<file path="config.mk">
export PLATFORM = sky130hd
export DESIGN_NAME = wb_arbiter
export DESIGN_NICKNAME = d
export VERILOG_FILES = /design/src/rtl/wb_arbiter.sv
export SDC_FILE = /design/constraint.sdc
export NUM_CORES = 1
export LEC_CHECK = 0
export BUFFER_PORTS_ARGS = -buffer_cell sky130_fd_sc_hd__buf_2
export CAP_MARGIN = 20
export CORE_MARGIN = 2
export CORE_UTILIZATION = 40
export CTS_CLUSTER_DIAMETER = 100
export DETAILED_ROUTE_END_ITERATION = 10
export PLACE_DENSITY = 0.69
export SLEW_MARGIN = 20
export SYNTH_ARGS = -nofsm -noshare
export SYNTH_HDL_FRONTEND = slang
export SYNTH_SLANG_ARGS = --single-unit
</file>
<file path="constraint.sdc">
create_clock -name clk -period 4 [get_ports clk]
set_input_delay 0 -clock clk [delete_from_list [all_inputs] [get_ports clk]]
set_output_delay 0 -clock clk [all_outputs]
set_load 0.01 [all_outputs]
</file>
<file path="src/rtl/wb_arbiter.sv">
// Register-file write-back arbiter: single-cycle ALU results and a 2-deep in-order
// queue of long-latency results share one write port, with a starvation guard for the queue.
module wb_arbiter (
    input  logic        clk,
    input  logic        rst,
    input  logic        alu_valid,
    input  logic [4:0]  alu_rd,
    input  logic [31:0] alu_data,
    output logic        alu_stall,
    input  logic        mem_valid,
    output logic        mem_ready,
    input  logic [4:0]  mem_rd,
    input  logic [31:0] mem_data,
    output logic        we,
    output logic [4:0]  rd_addr,
    output logic [31:0] rd_data,
    output logic [1:0]  q_count
);

    localparam int unsigned EntryW = 37;
    typedef logic [EntryW-1:0] entry_t;

    logic [1:0]  count_q, count_d;
    logic [1:0]  starve_q, starve_d;
    entry_t      fifo_q [2];
    entry_t      fifo_d [2];
    logic        we_q, we_d;
    logic [4:0]  addr_q, addr_d;
    logic [31:0] data_q, data_d;

    logic        q_nonempty_s;
    logic        alu_grant_s;
    logic        q_grant_s;
    logic        push_s;
    logic        slot_s;
    entry_t      grant_entry_s;

    assign q_nonempty_s  = (count_q != 2'd0);
    assign alu_stall     = alu_valid && (starve_q == 2'd3) && q_nonempty_s;
    assign mem_ready     = (count_q != 2'd2);
    assign alu_grant_s   = alu_valid && !alu_stall;
    assign q_grant_s     = !alu_grant_s && q_nonempty_s;
    assign push_s        = mem_valid && mem_ready;
    // A push lands behind whatever survives this cycle's pop.
    assign slot_s        = (count_q == 2'd1) && !q_grant_s;
    assign grant_entry_s = alu_grant_s ? {alu_rd, alu_data} : fifo_q[0];

    assign we      = we_q;
    assign rd_addr = addr_q;
    assign rd_data = data_q;
    assign q_count = count_q;

    // Queue storage and occupancy next state.
    always_comb begin
        fifo_d  = fifo_q;
        count_d = count_q;
        if (q_grant_s) begin
            fifo_d[0] = fifo_q[1];
        end else begin
            fifo_d[0] = fifo_q[0];
        end
        if (push_s) begin
            fifo_d[slot_s] = {mem_rd, mem_data};
        end else begin
            fifo_d[slot_s] = fifo_d[slot_s];
        end
        case ({push_s, q_grant_s})
            2'b10:   count_d = count_q + 2'd1;
            2'b01:   count_d = count_q - 2'd1;
            default: count_d = count_q;
        endcase
    end

    // Starvation counter: counts ALU wins over a waiting queue, saturating at 3.
    always_comb begin
        starve_d = starve_q;
        if (!q_nonempty_s || q_grant_s) begin
            starve_d = 2'd0;
        end else if (alu_grant_s && (starve_q != 2'd3)) begin
            starve_d = starve_q + 2'd1;
        end else begin
            starve_d = starve_q;
        end
    end

    // Write-port next state; x0 is consumed but never written.
    always_comb begin
        we_d   = 1'b0;
        addr_d = addr_q;
        data_d = data_q;
        if (alu_grant_s || q_grant_s) begin
            we_d   = (grant_entry_s[36:32] != 5'd0);
            addr_d = grant_entry_s[36:32];
            data_d = grant_entry_s[31:0];
        end else begin
            we_d   = 1'b0;
        end
    end

    // State registers with asynchronous reset.
    always_ff @(posedge clk or posedge rst) begin
        if (rst) begin
            count_q   <= 2'd0;
            starve_q  <= 2'd0;
            fifo_q[0] <= {EntryW{1'b0}};
            fifo_q[1] <= {EntryW{1'b0}};
            we_q      <= 1'b0;
            addr_q    <= 5'd0;
            data_q    <= 32'd0;
        end else begin
            count_q   <= count_d;
            starve_q  <= starve_d;
            fifo_q[0] <= fifo_d[0];
            fifo_q[1] <= fifo_d[1];
            we_q      <= we_d;
            addr_q    <= addr_d;
            data_q    <= data_d;
        end
    end

endmodule
</file>
==> flow_summary.ini <==
[sta]
slew_violations = 0
final-hold-violation-count = 0
rsz0062_at_grt = no
fin_tns_setup_ns = 0
fin_crit_ns = 2.65
fin_worst_skew_ns = 0.00986
fmax_ghz = 0.378
finalCritPeriodShare = 0.661
finalSetupViolations = 0
relSlewSlack = 0.360
tightest_slew_ns = 0.961

[floorplanning]
die_h_um = 120
std_cell_rows = 42
initial_core_util = 0.409
fp.dieW_um = 120
coreArea_um2 = 13200
ios = 120
die-area_um2 = 14500

[synth]
synth.top_cell.area_share = 0.536
synth_top_area_cell = dfrtp_1
synth_cell_type_count = 26
synth_seq_area_share = 0.536
syn_inst = 391
synthesis.area_um2 = 5420
synth_area_leaders = dfrtp_1 (54%), mux2_4 (15%), mux2_2 (11%)
syn_nets = 474
ys_warn_count = 0
syn_area_per_cell_um2 = 13.8
ys_seq_elements = 116

[placement]
port_buffers = 119
place_hpwl_um = 7820
finalWeightedCongestion = 0.744
place_area_um2 = 6160

[critical_path]
crit_path_start_kind = flip-flop
worstPathCellList = ha_1 > nand2b_1 > nand2b_2 > nand4_4 > buf_4 > mux2_4
end_kind = flip-flop
cp_num_buf_inv = 1
path_class = flip-flop to flip-flop
crit_slowest_cell = nand4_4
arrival_ns = 2.93
critPathTopFamily = simple AND/OR/NAND/NOR gates
required_ns = 4.28
slowest_delay_ns = 0.52
crit_fanout = 22

[clocking]
clk_latency_ns = 0.41
post_cts_buffers = 0
hold_buffers = 76
cts_resized = 0
clk_root_buffer_cell = clkbuf_16
cts_buffers = 17
cts_tree = yes
cts_buffer_depth = 2
cts_htree_levels = 4
cts.sinks = 116
clk_pin_slew_worst_paths_ns = 0.05

[pwr]
p_leak_nw = 3.59
peakVddDrop_v = 0.000374
p_per_area_nw_per_um2 = 760

[finish]
area_growth_pct = 38.2
ff_latch_area_um2 = 2900
final_cell_mix = buf_2 (119), dfrtp_1 (116), dlygate4sd3_1 (76), mux2_4 (55), mux2_2 (51)
final_util = 0.565
layout-drive-gt1-share = 0.443
fillers = 1101
final_cell_area_um2 = 7480
final_common_cell = buf_2
nNetsFinal = 672
multi_input_area_um2 = 2350
num_antenna_cells = 0

[route]
routedWlPerCell_um = 15.7
drc = 0
final_antenna_net_count = 0
routed_wl_um = 12200
dr.pass1.iters = 4
drt-initial-drc-count = 147
vias_per_cell = 4.78
vias = 3712

[global_routing]
grt_max_degree = 79
grt_overflow = 0
grt_pass1_wl_um = 19600
antenna_found_initial = 0
grt_pass1_vias = 3950
track_usage = 0.176

[outcome]
status = finished clean

[run]
cap_violations = 0

[min_path]
worst_hold_path_type = input port to flip-flop
kinds of logic (layout without fill, tap and decap cells):
logic type	after synthesis	after routing	synth area share
buffers and inverters	29	238	0.0335
adders and majority gates	5	5	0.0116
and+or+nand+nor	53	53	0.0444
xor gates and xnor gates	2	2	0.00324
muxes	144	144	0.330
DFF	116	116	0.536
AOI/OAI and AO/OA	42	42	0.0414
flip-flops by register name, indices dropped and copies added (netlist names):
register and count:
rd_addr 5, q_count 2, we 1, fifo_q 74
rd_data 32, starve_q 2
metal layers:
metal / vias up / share of wire / global-route usage / wire length (µm)
met5: - / 0 / 0 / 0
met3: 15 / 0.038 / 0.0406 / 466
met2: 93 / 0.53 / 0.311 / 6400
li1: 1780 / - / - / -
met4: 0 / 0.014 / 0.0669 / 165
met1: 1824 / 0.42 / 0.207 / 5150
through the flow:
| stage | instances | power (W) | hold WS, ns | worst slack [ns] |
|---|---|---|---|---|
| 6_report | 776 | 0.00569 | 0.0299 | 1.35 |
| 5_1_grt | 776 | 0.00603 | 0.0340 | 1.17 |
| 4_1_cts | 776 | 0.00575 | 0.00176 | 1.30 |
| 3_5_place_dp | 670 | 0.00423 | 0.241 | 1.31 |
| 3_3_place_gp | 670 | 0.00411 | 0.233 | 1.39 |
| 2_1_floorplan | 391 | 0.00370 | 0.132 | 0.928 |
worst min-delay path: cells and delay by family:
family | cells | cell delay, ns
and+or+nand+nor | 2 | 0.24
buffers and inverters | 1 | 0.14
power breakdown:
group	switching [W]	leakage [nW]	internal [W]
clock	0.000488	0.282	0.000942
sequential	0.000322	1.37	0.00173
combinational	0.000886	1.94	0.00131
total	0.00170	3.59	0.00399
area by class of cell:
| type | instances | share of cell area |
|---|---|---|
| multi-input combinational | 246 | 0.314 |
| tap | 176 | 0.0294 |
| inverter | 6 | 0.00334 |
| sequential | 116 | 0.388 |
| clock buffer | 26 | 0.0694 |
| timing repair buffer | 202 | 0.190 |
| clock inverter | 4 | 0.00602 |
synthesized netlist by cell type:
cell and count:
ha_1 5, nor3_1 1, mux2_1 5, o21ai_1 1, buf_6 8, o221a_2 1, mux2i_1 33, nor2_1 41
clkbuf_1 6, nor3b_1 2, buf_4 1, buf_2 7, o22ai_1 4, xnor2_1 2, nand2_1 3, or4_1 2
a21oi_1 32, nand2b_1 3, o21ai_0 3, a21o_1 1, mux2_4 55, dfrtp_1 116, mux2_2 51, nand4_4 1
inv_1 6, buf_1 1
path summary, 6_finish.rpt:
path,from,slack [ns],end,cells after the start
max in group asynchronous,rst,2.57,q_count[1],4
hold / removal,alu_valid,0.03,starve_q[0],3
setup reg to reg,starve_q[0],1.35,fifo_q[11],6
min in group asynchronous,rst,0.36,fifo_q[12],3
hold reg to reg,starve_q[0],0.45,starve_q[0],1
setup / recovery,starve_q[0],1.35,fifo_q[11],6
Power figures use the tool's default switching activity.
